### src/rtl/ser_rx_deframer.sv
// ser_rx_deframer
//   Serial receive deframer. Hunts for the start-of-frame dword in an
//   LSB-first bit stream, recovers the data dwords up to the end-of-frame
//   marker (EOF dword + tail half-word), and queues them with a last flag
//   in a small output FIFO behind a valid/ready interface.
//
// Ports
//   s_clk      serial clock, all logic on the rising edge
//   rst        synchronous active-high reset
//   s_data     serial bit, LSB first
//   out_data   recovered dword at FIFO head
//   out_last   head dword closes its frame
//   out_valid  FIFO not empty
//   out_ready  consumer accepts the head dword
//   busy       receiver is inside a frame
//   frame_cnt  completed non-empty frames (wraps)
//   err_ovf    sticky: a push was dropped on a full FIFO
//   err_empty  one-cycle pulse on a frame with no data dwords
//
// State | meaning
// HUNT  | bit-level search for SOF_PAT in the shift register
// DATA  | assembling a 32-bit dword
// TAIL  | EOF_PAT seen, assembling the 16-bit tail to confirm end of frame
module ser_rx_deframer #(
  parameter int          DSIZE    = 32,
  parameter int          ASIZE    = 2,
  parameter logic [31:0] SOF_PAT  = 32'h5a5a5a5a,
  parameter logic [31:0] EOF_PAT  = 32'h0f0f0f0f,
  parameter logic [15:0] TAIL_PAT = 16'h0f0f
) (
  input  logic             s_clk,
  input  logic             rst,
  input  logic             s_data,
  output logic [DSIZE-1:0] out_data,
  output logic             out_last,
  output logic             out_valid,
  input  logic             out_ready,
  output logic             busy,
  output logic [15:0]      frame_cnt,
  output logic             err_ovf,
  output logic             err_empty
);

  localparam int DEPTH = 1 << ASIZE;

  typedef enum logic [1:0] {HUNT, DATA, TAIL} state_t;

  state_t           state, state_nxt;
  logic [31:0]      sr, sr_shift, sr_nxt;
  logic [4:0]       bit_cnt, bit_cnt_nxt;
  logic [DSIZE-1:0] hold, hold_nxt;
  logic             hold_valid, hold_valid_nxt;
  logic             push;
  logic [DSIZE:0]   push_entry;
  logic             frame_done;
  logic             empty_frame;

  logic [DSIZE:0]   mem [DEPTH];
  logic [ASIZE-1:0] wr_ptr, rd_ptr;
  logic [ASIZE:0]   count;
  logic             pop, full, push_ok;

  always_comb begin
    sr_shift       = {s_data, sr[31:1]};
    state_nxt      = state;
    sr_nxt         = sr_shift;
    bit_cnt_nxt    = bit_cnt + 5'd1;
    hold_nxt       = hold;
    hold_valid_nxt = hold_valid;
    push           = 1'b0;
    push_entry     = {1'b0, hold};
    frame_done     = 1'b0;
    empty_frame    = 1'b0;
    case (state)
      HUNT: begin
        bit_cnt_nxt = '0;
        if (sr_shift == SOF_PAT) begin
          state_nxt      = DATA;
          hold_valid_nxt = 1'b0;
        end
      end
      DATA: begin
        if (bit_cnt == 5'd31) begin
          bit_cnt_nxt = '0;
          if (sr_shift == EOF_PAT) begin
            state_nxt = TAIL;
          end else begin
            // one-dword holdback: the previous dword is known not to be last
            push           = hold_valid;
            hold_nxt       = sr_shift;
            hold_valid_nxt = 1'b1;
          end
        end
      end
      TAIL: begin
        if (bit_cnt == 5'd15) begin
          if (sr_shift[31:16] == TAIL_PAT) begin
            state_nxt      = HUNT;
            sr_nxt         = '0;   // keep marker bits from aliasing into a false SOF
            bit_cnt_nxt    = '0;
            hold_valid_nxt = 1'b0;
            if (hold_valid) begin
              push       = 1'b1;
              push_entry = {1'b1, hold};
              frame_done = 1'b1;
            end else begin
              empty_frame = 1'b1;
            end
          end else begin
            // EOF_PAT was really data; the 16 bits already in sr are the
            // low half of the following dword
            push           = hold_valid;
            hold_nxt       = EOF_PAT;
            hold_valid_nxt = 1'b1;
            state_nxt      = DATA;
            bit_cnt_nxt    = 5'd16;
          end
        end
      end
      default: state_nxt = HUNT;
    endcase
  end

  always_ff @(posedge s_clk) begin
    if (rst) begin
      state      <= HUNT;
      sr         <= '0;
      bit_cnt    <= '0;
      hold       <= '0;
      hold_valid <= 1'b0;
      frame_cnt  <= '0;
      err_empty  <= 1'b0;
    end else begin
      state      <= state_nxt;
      sr         <= sr_nxt;
      bit_cnt    <= bit_cnt_nxt;
      hold       <= hold_nxt;
      hold_valid <= hold_valid_nxt;
      err_empty  <= empty_frame;
      if (frame_done) frame_cnt <= frame_cnt + 16'd1;
    end
  end

  assign busy = (state != HUNT);

  // output FIFO; count reaches exactly DEPTH so its MSB is the full flag
  assign out_valid = (count != '0);
  assign full      = count[ASIZE];
  assign pop       = out_valid && out_ready;
  assign push_ok   = push && (!full || pop);
  assign {out_last, out_data} = mem[rd_ptr];

  always_ff @(posedge s_clk) begin
    if (rst) begin
      wr_ptr  <= '0;
      rd_ptr  <= '0;
      count   <= '0;
      err_ovf <= 1'b0;
      for (int i = 0; i < DEPTH; i++) mem[i] <= '0;
    end else begin
      if (push_ok) begin
        mem[wr_ptr] <= push_entry;
        wr_ptr      <= wr_ptr + ASIZE'(1);
      end
      if (pop) rd_ptr <= rd_ptr + ASIZE'(1);
      case ({push_ok, pop})
        2'b10:   count <= count + (ASIZE+1)'(1);
        2'b01:   count <= count - (ASIZE+1)'(1);
        default: count <= count;
      endcase
      if (push && !push_ok) err_ovf <= 1'b1;
    end
  end

endmodule
### config.mk
export PLATFORM = sky130hd
export DESIGN_NAME = ser_rx_deframer
export DESIGN_NICKNAME = d
export VERILOG_FILES = /design/src/rtl/ser_rx_deframer.sv
export SDC_FILE = /design/constraint.sdc
export NUM_CORES = 1
export LEC_CHECK = 0
export BUFFER_PORTS_ARGS = -buffer_cell sky130_fd_sc_hd__buf_2
export CAP_MARGIN = 20
export CORE_ASPECT_RATIO = 1.25
export CORE_UTILIZATION = 65
export DETAILED_ROUTE_END_ITERATION = 12
export GPL_TIMING_DRIVEN = 0
export PLACE_DENSITY = 0.86
export SYNTH_ARGS = -nofsm -noshare
export SYNTH_HDL_FRONTEND = slang
export SYNTH_SLANG_ARGS = --single-unit
### constraint.sdc
create_clock -name s_clk -period 9.26 [get_ports s_clk]
set_clock_uncertainty 0.1 [all_clocks]
set_input_delay 1.852 -clock s_clk [delete_from_list [all_inputs] [get_ports s_clk]]
set_output_delay 1.852 -clock s_clk [all_outputs]
set_load 0.1 [all_outputs]
# == After elaboration in Yosys (flattened, before gate mapping) ==
# Memories as Yosys holds them, arrays and structs flattened. A register that Yosys moved wholly into a read port is not among the register bits.
# Index checks and enable logic that the tools add are counted.
# W data, S select, Z words.
# classes
mux,49
bitwise_logic,3
n_reduce_logical,17
eq_ne,15
addsub,6
# op_table
op,n
$mux W32,7
$mux W33,5
$pmux W32 S2,1
$reduce_or A33 Y1,1
$eq A32 B28 Y1 const B,1
$eq A32 B31 Y1 const B,1
$mux W1,21
$add A16 B1 Y16 const B,1
$eq A16 B12 Y1 const B,1
$mux W5,3
$pmux W5 S3,1
$mux W2,7
$ne A2 B2 Y1 const B,6
$reduce_and A5 Y1,2
$pmux W2 S3,1
$pmux W3 S2,1
$reduce_bool A2 Y1,3
$reduce_bool A3 Y1,2
$add A5 B1 Y5 const B,1
$eq A5 B4 Y1 const B,1
$eq A5 B5 Y1 const B,1
$add A2 B1 Y2 const B,2
$eq A2 B1 Y1 const B,2
$eq A2 B2 Y1 const B,2
11 further kinds,16
# word_totals
reg_bits,97
input_bits,4
word_cells,102
mem_bits_rw,132
output_inout_bits,53
memories,1
# memory_table
name,depth,word_bits,rd,rd_ports_with_merged_regs,write_ports,line_no,source
mem,4,33,1,1,4,58,logic [DSIZE:0] mem [DEPTH];

# == Longest topological paths before layout ==
# Gate-level depths: netlist (run 1).
# logic_depth
word_depth,10
depth_mapped,12
depth_no_buf,12

# == Worst setup path before layout (run 1) ==
# OpenSTA, ideal clock, no wires.
# synth_timing
path_type,input to register
from,input s_data
to,memory mem[0][0] (netlist name) (enable)
t_arrival_ns,5.210
t_required_ns,8.687
setup_time_ns,0.473
cell_stages,5
slack_ns,3.477
cell_sequence,and4bb_2 -> nand4_1 -> o2111ai_1 -> and2_1 -> o31ai_1
# synth_lines
item,line_no,source
from (decl),33,"input logic s_data,"
to (decl),58,

==> impl_results.md, run 1 <==
* Worst setup path end: out_data[21]
* Post-CTS setup buffer count at 0
* Die Span Y at 137 um
* CTS Buf Count at 21
* Critical path launch point type: register
* Number of flops mapped to enable cells by yosys at 132
* Worst-path clk slew at 60 ps
* Largest net degree at the start of global routing at 24
* Share of cells above drive strength 1 at 0.215
* Worst-path maximum fanout at 10
* Crit path capture type: output port
* Global Route met2 Usage at 0.510
* Met3 Use GR at 0.0476
* Num Clock Sinks at 230
* DRT Wirelength at 21.1 mm
* Hold_buf cts at 0
* Mapped Area at 9490 sq um
* Distinct cells, synth at 55
* Gate Count Post-Synth at 689
* H-tree depth at 1
* Syn_nets at 703
* Clk Latency, worst-skew pair at 500 ps
* Worst vdd ir at 152 uV
* Crit path DAT at 2980 ps
* CTS tree: yes
* R2R depth at 10
* RR Endpoint: count[2]
* GR Layer Usage met1 at 0.352
* Most Crowded Layer GR: met2
* Layout net count at 789
* Kind of critical path: reg -> out
* Ys async rst share at 0
* DRC at 0
* R2r setup slk at 5770 ps
* Ys Warns at 0
* Outcome: completed
* Io pins at 57
* Gr ovfl total at 0
* DR iter-0 viols at 484
* HP Class: reg -> reg
* Die area at 15100 sq um
* Gpl congestion at 0.888
* Setup violators final at 0
* Top cells by area, synth: edfxtp_1 (42%), dfxtp_1 (21%), and2_1 (9.6%), mux4_2 (7.8%), o221a_2 (1.9%)
* Num rows at 49
* Rel. slew slack at 0.311
* Area growth from synthesis to layout at 13.2%
* CP required at 7310 ps
* Static Leak at 3.93 nW
* Drt via density at 6.30
* Post-CTS Resized at 0
* Vias in the first global route at 6334
* Setup tns final at 0 ps
* Vias at 6103
* Final Hold Viols at 0
* Fin util at 0.749
* CTS Root Buffer Type: clkbuf_16
* CTS Buffer Depth at 3
* DR WL/cell at 21.8 um
* First-pass GRT wire length at 33.1 mm
* Post-DP HPWL at 13.9 mm
* Tcrit/Tclk final at 0.532
* Global Route Usage Sum at 0.294
* ANT nets after route at 0
* Worst Tran Pin Value at 1030 ps
* Initial antenna violation count at 0
* Ant. Diodes at 0
* Primary FF master, synth: edfxtp_1
* Final hold slack at 371 ps
* Launching point of the worst reg2reg path: sr[27]
* Pwr/cell area at 191 nW/um^2
* Final Total Pwr at 2.05 mW
* Initial Util at 0.662
* Slew Limit Fails at 0
* Core Footprint at 14300 sq um
* Yosys top cell by area: edfxtp_1
* DRT Pass-1 Iters at 5
* RSZ-0062 raised after global routing: false
* Synth Register Bits at 230
* Chip Width at 110 um
* Top achievable clock speed at 0.203 GHz
* Max Cap Violations at 0
* Area share of the largest cell type after synthesis at 0.418
* Syn_area_per_cell at 13.8 sq um
* Seq/Total Area, Yosys at 0.624
* IO Port Bufs at 55
* Min cycle time layout at 4930 ps
-- area by class of cell --
| class | instances | area, sq um |
|---|---|---|
| sequential | 230 | 5930 |
| fill | 889 | 3600 |
| multi-input combinational | 401 | 3380 |
| clock buffer | 28 | 562 |
| timing repair buffer | 63 | 392 |
| tap | 178 | 223 |
| buffer | 39 | 149 |
| inverter | 19 | 71.3 |
| clock inverter | 10 | 48.8 |
-- stage by stage --
stage | instances | setup WS, ps | area, sq um
2_1_floorplan | 689 | 3480 | 9490
3_3_place_gp | 922 | 1180 | 9990
5_1_grt | 968 | 4150 | 10700
4_1_cts | 967 | 4330 | 10700
6_report | 968 | 4330 | 10700
3_5_place_dp | 929 | 4300 | 10100
-- cell usage in the layout (no fill, tap or decap), types with 3 or more instances in the layout --
cell / n
nand2_1: 12
clkinv_1: 4
nor4_1: 8
clkinv_2: 3
edfxtp_1: 132
a32o_1: 16
and4_1: 5
and3_1: 3
buf_1: 6
mux4_2: 33
buf_2: 58
and2_2: 9
nor2b_1: 10
a31oi_1: 3
and4bb_2: 6
nor3_1: 5
ha_1: 9
buf_8: 4
o21ai_0: 4
nand3_1: 12
inv_1: 19
a21o_1: 5
clkbuf_1: 37
xnor2_1: 12
or3_1: 3
dfxtp_1: 98
nand4_1: 5
nor2_1: 27
o221a_2: 16
xor2_1: 4
and2_1: 146
clkbuf_16: 21
a21oi_1: 13
-- synthesized netlist by cell type, drive strengths merged, types with 3 or more instances --
cell type	n
and2	155
edfxtp	132
dfxtp	98
mux4	33
clkbuf	31
nor2	27
inv	19
a32o	16
o221a	16
a21oi	13
nand2	12
nand3	12
xnor2	12
nor2b	10
ha	9
buf	8
nor4	8
a21o	7
and4bb	6
nand4	6
and4	5
nor3	5
o21ai	5
xor2	4
a31oi	3
and3	3
or3	3
-- routing by layer --
layer / vias up / wire (um)
met5: - / 0
met4: 0 / 884
met3: 80 / 1430
met2: 288 / 11100
met1: 3018 / 7730
li1: 2717 / -
-- registers in the layout (all words and copies together) (netlist names), named ones only --
register    count
wr_ptr          2
err_ovf         1
sr             31
bit_cnt         5
hold           32
mem           132
count           3
state           2
hold_valid      1
frame_cnt      16
err_empty       1
rd_ptr          2
-- power by group --
part / switching (mW) / total, mW / internal, mW / leakage, nW
Clock: 0.360 / 0.787 / 0.427 / 0.296
Combinational: 0.0975 / 0.131 / 0.0338 / 1.55
Sequential: 0.0196 / 1.13 / 1.11 / 2.09
Total: 0.477 / 2.05 / 1.57 / 3.93
-- worst max-delay path: stages, from the launching register on --
cell      delay (ps)
dfxtp_1          300
clkbuf_1         400
buf_1            830
mux4_2           620
buf_2            310
-- worst min path at each step --
stage / from / end / slack [ps] / cells past startpoint
final: bit_cnt[0] / bit_cnt[0] / 370 / 1
after global routing: bit_cnt[0] / bit_cnt[0] / 400 / 1
after CTS: bit_cnt[0] / bit_cnt[0] / 370 / 1
after detailed placement: bit_cnt[0] / bit_cnt[0] / 360 / 1
after global placement: bit_cnt[0] / bit_cnt[0] / 330 / 1
after floorplan: bit_cnt[0] / bit_cnt[0] / 320 / 1
-- kinds of logic after synthesis --
logic type | after synthesis | share of synthesized area
simple gates | 261 | 0.170
flops | 230 | 0.624
compound gates | 79 | 0.0730
buf+inv | 58 | 0.0232
mux | 35 | 0.0805
xor+xnor | 16 | 0.0148
fa+ha+maj | 10 | 0.0140
Note: power is estimated with default switching activity, not from simulation.
==> run 2, diff against run 1 <==
--- a/config.mk
+++ b/config.mk
@@ -8,10 +8,10 @@
 export BUFFER_PORTS_ARGS = -buffer_cell sky130_fd_sc_hd__buf_2
 export CAP_MARGIN = 20
 export CORE_ASPECT_RATIO = 1.25
-export CORE_UTILIZATION = 65
+export CORE_UTILIZATION = 60
 export DETAILED_ROUTE_END_ITERATION = 12
 export GPL_TIMING_DRIVEN = 0
-export PLACE_DENSITY = 0.86
+export PLACE_DENSITY = 0.81
 export SYNTH_ARGS = -nofsm -noshare
 export SYNTH_HDL_FRONTEND = slang
 export SYNTH_SLANG_ARGS = --single-unit
==> constraint.sdc (replaced) <==
create_clock -name s_clk -period 5.1 [get_ports s_clk]
set_clock_uncertainty 0.1 [all_clocks]
set_input_delay 1.02 -clock s_clk [delete_from_list [all_inputs] [get_ports s_clk]]
set_output_delay 1.02 -clock s_clk [all_outputs]
set_load 0.1 [all_outputs]
==> run 2 against run 1 <==
Worst setup slack got worse by 3200 ps. Clock power increased by 92%. Via count decreased by 2.4%. Total power increased by 85%. Design area increased by 0.52%. Sequential share of layout area decreased by 0.29 points. Sequential power increased by 81%. Die area increased by 8.2%. Sequential cell count unchanged. Critical path type unchanged. Highest routed layer unchanged.
==> impl_results.md, run 2 (synthesis gave the netlist of run 1 again) <==
* Setup tns final at 0 ps (unchanged)
* DRT Wirelength at 20.4 mm (was 21.1 mm)
* Rel. slew slack at 0.281 (was 0.311)
* Crit-path cells: clkbuf_1 > buf_1 > mux4_2 > buf_2 (unchanged)
* Worst Tran Pin Value at 1070 ps (was 1030 ps)
* Vias at 5956 (was 6103)
* Chip Width at 114 um (was 110 um)
* CTS tree: yes (unchanged)
* R2R depth at 8 (was 10)
* Kind of critical path: reg -> out (unchanged)
* Initial Util at 0.612 (was 0.662)
* Worst vdd ir at 295 uV (was 152 uV)
* Number of cells on the worst hold path at 1 (unchanged)
* Gpl congestion at 0.907 (was 0.888)
* Placed insts at 961 (was 929)
* Int Power at 2.95 mW (was 1.57 mW)
* Largest net degree at the start of global routing at 34 (was 24)
* CP bufs+invs at 3 (unchanged)
* Top achievable clock speed at 0.250 GHz
* Ant. Diodes at 0 (unchanged)
* DR iter-0 viols at 414 (was 484)
* Clock power frac at 0.398 (was 0.384)
* Vias in the first global route at 6031 (was 6334)
* DRC at 0 (unchanged)
* Net Sw Frac at 0.224 (was 0.233)
* Worst-path clk slew at 60 ps (about the same)
* CTS Buffer Depth at 3 (unchanged)
* Worst-path maximum fanout at 10 (unchanged)
* Static Leak at 3.95 nW (was 3.93 nW)
* Min cycle time layout at 4000 ps
* Slowest cell on the critical path: buf_1 (unchanged)
* CP required at 3980 ps (was 7310 ps)
* Hold_buf cts at 0 (unchanged)
* Slew Limit Fails at 0 (unchanged)
* R2r setup slk at 1730 ps (was 5770 ps)
* Fin util at 0.697 (was 0.749)
* Post-CTS setup buffer count at 0 (unchanged)
* Io pins at 57 (unchanged)
* Drt via density at 5.97 (was 6.30)
* Max Cap Violations at 0 (unchanged)
* Reg with most FFs: mem (unchanged)
* Commonest non-fill, non-tap cell in the layout: and2_1 (unchanged)
* CTS Buf Count at 20 (was 21)
* Clk Latency, worst-skew pair at 490 ps (was 500 ps)
* DRT Pass-1 Iters at 8 (was 5)
* Initial antenna violation count at 0 (unchanged)
* Largest regs: mem x132, hold x32, sr x31 (unchanged)
* Flop pwr share at 0.541 (was 0.552)
* DR WL/cell at 20.4 um (was 21.8 um)
* IO Port Bufs at 55 (unchanged)
* Global Route Usage Sum at 0.258 (was 0.294)
* Commonest non-fill, non-tap cells in the layout: and2_1 (146), edfxtp_1 (132), dfxtp_1 (98) (unchanged)
* Pwr/cell area at 351 nW/um^2 (was 191 nW/um^2)
* Crit path capture type: output port (unchanged)
* Core Footprint at 15500 sq um (was 14300 sq um)
* ANT nets after route at 0 (unchanged)
* Largest register FFs at 132 (unchanged)
* Psw at 849 uW (was 477 uW)
* Number of cells on the critical path at 4 (unchanged)
* Final instance area at 10800 sq um (was 10700 sq um)
* Placed instance area at 10100 sq um (about the same)
* Post-DP HPWL at 13.7 mm (was 13.9 mm)
* Final Hold Viols at 0 (unchanged)
* Post-CTS Resized at 0 (unchanged)
* Die Span Y at 143 um (was 137 um)
* Num Clock Sinks at 230 (unchanged)
* RSZ-0062 raised after global routing: false (unchanged)
* Setup violators final at 0 (unchanged)
* Final hold slack at 359 ps (was 371 ps)
* Launching point of the worst reg2reg path: state[0] (was sr[27])
* RR Endpoint: mem[2][12] (was count[2])
* Critical path launch point type: register (unchanged)
* Crit path max-delay family: buffers and inverters (unchanged)
* HP Class: reg -> reg (unchanged)
* Tcrit/Tclk final at 0.785
* Num rows at 51 (was 49)
* Hold Crit Start: bit_cnt[0] (unchanged)
* CTS Root Buffer Type: clkbuf_16 (unchanged)
* Area growth from synthesis to layout at 13.8% (was 13.2%)
* Gr ovfl total at 0 (unchanged)
* Part of the power in combinational logic at 0.062 (was 0.064)
* Layout net count at 785 (was 789)
* H-tree depth at 1 (unchanged)
* First-pass GRT wire length at 31.9 mm (was 33.1 mm)
* Outcome: completed (unchanged)
* Fin cells at 997 (was 968)
* Share of cells above drive strength 1 at 0.213 (was 0.215)
* Crit path DAT at 2880 ps (was 2980 ps)
* CP max stage delay at 730 ps (was 830 ps)
* Die area at 16300 sq um (was 15100 sq um)
* Hold worst-path end: bit_cnt[0] (unchanged)
==> run 2: power by group through the flow <==
stage / combinational [mW] / clock, mW / sequential, mW
after floorplan: 0.179 / 0 / 2.08
after global placement: 0.219 / 0 / 2.09
after detailed placement: 0.233 / 0 / 2.09
after CTS: 0.235 / 1.53 / 2.05
after global routing: 0.244 / 1.59 / 2.06
final: 0.235 / 1.51 / 2.05
==> run 2: layout make-up <==
class | count | area, sq um
inverters | 19 | 71.3
repair buffers | 60 | 363
clock inverters | 6 | 51.3
plain buffers | 39 | 149
well taps | 212 | 265
clock buffers | 30 | 602
flip-flops and latches | 230 | 5930
fillers | 1027 | 4700
multi-input cells | 401 | 3380
==> run 2: stage by stage <==
step / power [mW] / setup WS (ps)
5_1_grt: 3.89 / 893
4_1_cts: 3.81 / 1030
6_report: 3.80 / 1100
2_1_floorplan: 2.26 / 149
3_5_place_dp: 2.33 / 1020
3_3_place_gp: 2.31 / -2140
==> run 2: metal layers <==
layer | track usage | wire [um]
met5 | 0 | 0
met1 | 0.312 | 7810
met4 | 0.0930 | 503
met3 | 0.0395 | 1200
met2 | 0.466 | 10900
==> run 2: worst reg2reg max path, cell delays in order (launching register included) <==
cell and delay [ps]:
dfxtp_1 370, inv_1 100, ha_1 380, nand2_1 90, nor2b_1 170, o2111ai_1 350
a211oi_1 960, clkbuf_1 470, and2_1 230
==> run 2: worst max-delay path by stage <==
stage / start / end / slack [ps]
3_5_place_dp: s_data / count[2] / 1020
3_3_place_gp: s_data / mem[2][8] / -2140
4_1_cts: register / out_data[21] / 1030
6_report: register / out_data[16] / 1100
5_1_grt: register / out_data[17] / 890
2_1_floorplan: s_data / mem[0][0] / 150
==> run 3, diff against run 2 <==
--- a/config.mk
+++ b/config.mk
@@ -8,10 +8,10 @@
 export BUFFER_PORTS_ARGS = -buffer_cell sky130_fd_sc_hd__buf_2
 export CAP_MARGIN = 20
 export CORE_ASPECT_RATIO = 1.25
-export CORE_UTILIZATION = 60
+export CORE_UTILIZATION = 55
 export DETAILED_ROUTE_END_ITERATION = 12
 export GPL_TIMING_DRIVEN = 0
-export PLACE_DENSITY = 0.81
+export PLACE_DENSITY = 0.78
 export SYNTH_ARGS = -nofsm -noshare
 export SYNTH_HDL_FRONTEND = slang
 export SYNTH_SLANG_ARGS = --single-unit
==> constraint.sdc (replaced) <==
create_clock -name s_clk -period 3.35 [get_ports s_clk]
set_clock_uncertainty 0.1 [all_clocks]
set_input_delay 0.67 -clock s_clk [delete_from_list [all_inputs] [get_ports s_clk]]
set_output_delay 0.67 -clock s_clk [all_outputs]
set_load 0.1 [all_outputs]
==> run 3 against run 2 <==
Worst setup slack got worse by 1000 ps. Count of clock-buffer cells in the layout rose by 1. Design area is 2.8% higher. Global-route usage shrank 2.1 points. Register-to-register slack worse by 1600 ps. Non-clock buffer count rose by 3. Worst hold slack got worse by 19 ps. Critical path depth did not move. Sequential cell count did not move. Largest power group unchanged.
==> impl_results.md, run 3 (synthesis gave the netlist of run 1 again) <==
* Outcome: completed (unchanged)
* CTS Buffer Depth at 3 (unchanged)
* Post-DP HPWL at 13.7 mm (about the same)
* Clock power frac at 0.435 (was 0.398)
* Int Power at 4.78 mW (was 2.95 mW)
* Top achievable clock speed at 0.307 GHz
* DRT Wirelength at 20.7 mm (was 20.4 mm)
* Placed instance area at 10200 sq um (was 10100 sq um)
* Hold_buf cts at 0 (unchanged)
* DRC at 0 (unchanged)
* Pwr/cell area at 556 nW/um^2 (was 351 nW/um^2)
* Static Leak at 4.08 nW (was 3.95 nW)
* Layout fillers at 1188 (was 1027)
* Reg with most FFs: mem (unchanged)
* Worst-path clk slew at 60 ps (about the same)
* Share of cells above drive strength 1 at 0.239 (was 0.213)
* Io pins at 57 (unchanged)
* Core Footprint at 16800 sq um (was 15500 sq um)
* R2r setup slk at 160 ps (was 1730 ps)
* Tcrit/Tclk final at 0.972
* Gpl congestion at 0.898 (was 0.907)
* Area growth from synthesis to layout at 17.0% (was 13.8%)
* RR Endpoint: mem[3][23] (was mem[2][12])
* CTS tree: yes (unchanged)
* Largest register FFs at 132 (unchanged)
* Drt via density at 5.89 (was 5.97)
* Metal3 WL at 994 um (was 1.20 mm)
* Reg area at 5930 sq um (unchanged)
* Largest regs: mem x132, hold x32, sr x31 (unchanged)
* Critical path launch point type: register (unchanged)
* Commonest non-fill, non-tap cell in the layout: and2_1 (unchanged)
* DR WL/cell at 20.4 um (about the same)
* Setup tns final at 0 ps (unchanged)
* Rel. slew slack at 0.371 (was 0.281)
* Max Used Layer: met4 (unchanged)
* ANT nets after route at 0 (unchanged)
* Num Clock Sinks at 230 (unchanged)
* Chip Width at 120 um (was 114 um)
* Vias in the first global route at 6250 (was 6031)
* DRT met1 WL at 8.05 mm (was 7.81 mm)
* Die area at 17800 sq um (was 16300 sq um)
* Initial antenna violation count at 1 (was 0)
* IO Port Bufs at 55 (unchanged)
* Fin util at 0.659 (was 0.697)
* Largest net degree at the start of global routing at 34 (unchanged)
* RSZ-0062 raised after global routing: false (unchanged)
* Worst-path maximum fanout at 10 (unchanged)
* Met2 Wirelength at 11.2 mm (was 10.9 mm)
* Pre-CTS setup slack at -403 ps (was 1020 ps)
* Die Span Y at 149 um (was 143 um)
* Psw at 1.40 mW (was 849 uW)
* Worst Tran Pin Value at 935 ps (was 1070 ps)
* Slew Limit Fails at 0 (unchanged)
* DRT Pass-1 Iters at 4 (was 8)
* HP Class: in -> reg (was reg -> reg)
* Flop pwr share at 0.505 (was 0.541)
* Initial Util at 0.564 (was 0.612)
* Setup violators final at 0 (unchanged)
* CTS Buf Count at 23 (was 20)
* Vias at 5975 (was 5956)
* Launching point of the worst reg2reg path: state[1] (was state[0])
* Layout net count at 791 (was 785)
* Clk Latency, worst-skew pair at 510 ps (was 490 ps)
* DR iter-0 viols at 504 (was 414)
* Global Route Usage Sum at 0.237 (was 0.258)
* Max Cap Violations at 0 (unchanged)
* Area of the multi-input gates at 3430 sq um (was 3380 sq um)
* Net Sw Frac at 0.227 (was 0.224)
* Final Hold Viols at 0 (unchanged)
* CTS Root Buffer Type: clkbuf_16 (unchanged)
* Num rows at 53 (was 51)
* Min cycle time layout at 3260 ps
* CP required at 2580 ps (was 3980 ps)
* Kind of critical path: reg -> out (unchanged)
* R2R depth at 8 (unchanged)
* Final instance area at 11100 sq um (was 10800 sq um)
* Final worst slack at 93.5 ps (was 1100 ps)
* Worst setup path end: out_data[13] (was out_data[16])
* Crit path capture type: output port (unchanged)
* H-tree depth at 1 (unchanged)
* Worst vdd ir at 365 uV (was 295 uV)
* Part of the power in combinational logic at 0.060 (was 0.062)
* First-pass GRT wire length at 32.7 mm (was 31.9 mm)
* Crit path DAT at 2490 ps (was 2880 ps)
* Commonest non-fill, non-tap cells in the layout: and2_1 (145), edfxtp_1 (132), dfxtp_1 (98) (was and2_1 (146), edfxtp_1 (132), dfxtp_1 (98))
* Gr ovfl total at 0 (unchanged)
[run 3: cell count changes in the layout (fill, tap and decap cells not counted), moves of 3 or more]
cell | before | now
buf_8 | 4 | 1
buf_1 | 6 | 3
clkbuf_1 | 36 | 30
buf_4 | 0 | 4
clkbuf_16 | 22 | 25
[run 3: power by group through the flow]
| stage | sequential, mW | clock (mW) | combinational [mW] |
|---|---|---|---|
| 6_report | 3.12 | 2.69 | 0.368 |
| 5_1_grt | 3.13 | 2.82 | 0.383 |
| 3_5_place_dp | 3.18 | 0 | 0.361 |
| 3_3_place_gp | 3.18 | 0 | 0.336 |
| 2_1_floorplan | 3.16 | 0 | 0.273 |
| 4_1_cts | 3.12 | 2.71 | 0.364 |
[run 3: how the worst min path moves through the flow]
stage / start / to / slack, ps / cells after the start
finish: s_data / hold[31] / 340 / 2
floorplan: bit_cnt[0] / bit_cnt[0] / 320 / 1
global route: s_data / hold[31] / 340 / 2
CTS: s_data / hold[31] / 330 / 2
detailed placement: bit_cnt[0] / bit_cnt[0] / 350 / 1
global placement: bit_cnt[0] / bit_cnt[0] / 330 / 1
[run 3: metrics by stage]
| step | power [mW] | hold slack, ps | cells |
|---|---|---|---|
| floorplan | 3.44 | 318 | 689 |
| global placement | 3.51 | 328 | 964 |
| detailed placement | 3.55 | 354 | 970 |
| CTS | 6.20 | 330 | 1012 |
| global route | 6.33 | 337 | 1014 |
| finish | 6.18 | 340 | 1015 |
[run 3: final cells by class]
type / count / share of cell area
clock buffers: 31 / 0.0620
diodes: 1 / 0.000225
flip-flops and latches: 230 / 0.534
inverters: 19 / 0.00642
plain buffers: 38 / 0.0141
clock inverters: 11 / 0.0107
multi-input cells: 401 / 0.309
well taps: 220 / 0.0248
repair buffers: 64 / 0.0392
[run 3: timing repair]
action	4_1_cts	5_1_grt
pin swaps	0	4
buffers inserted	0	3
endpoints found under the setup margin	31	116
gates resized for setup	15	9
[run 3: layer usage]
metal / GRT usage / vias up
met1: 0.275 / 3010
met4: 0.0938 / 0
li1: - / 2735
met5: 0 / -
met3: 0.0352 / 40
met2: 0.439 / 190
[run 3: critical path: stages (launching register included)]
cell and delay (ps):
dfxtp_1 320, clkbuf_1 340, clkbuf_1 540, mux4_2 350, buf_2 430
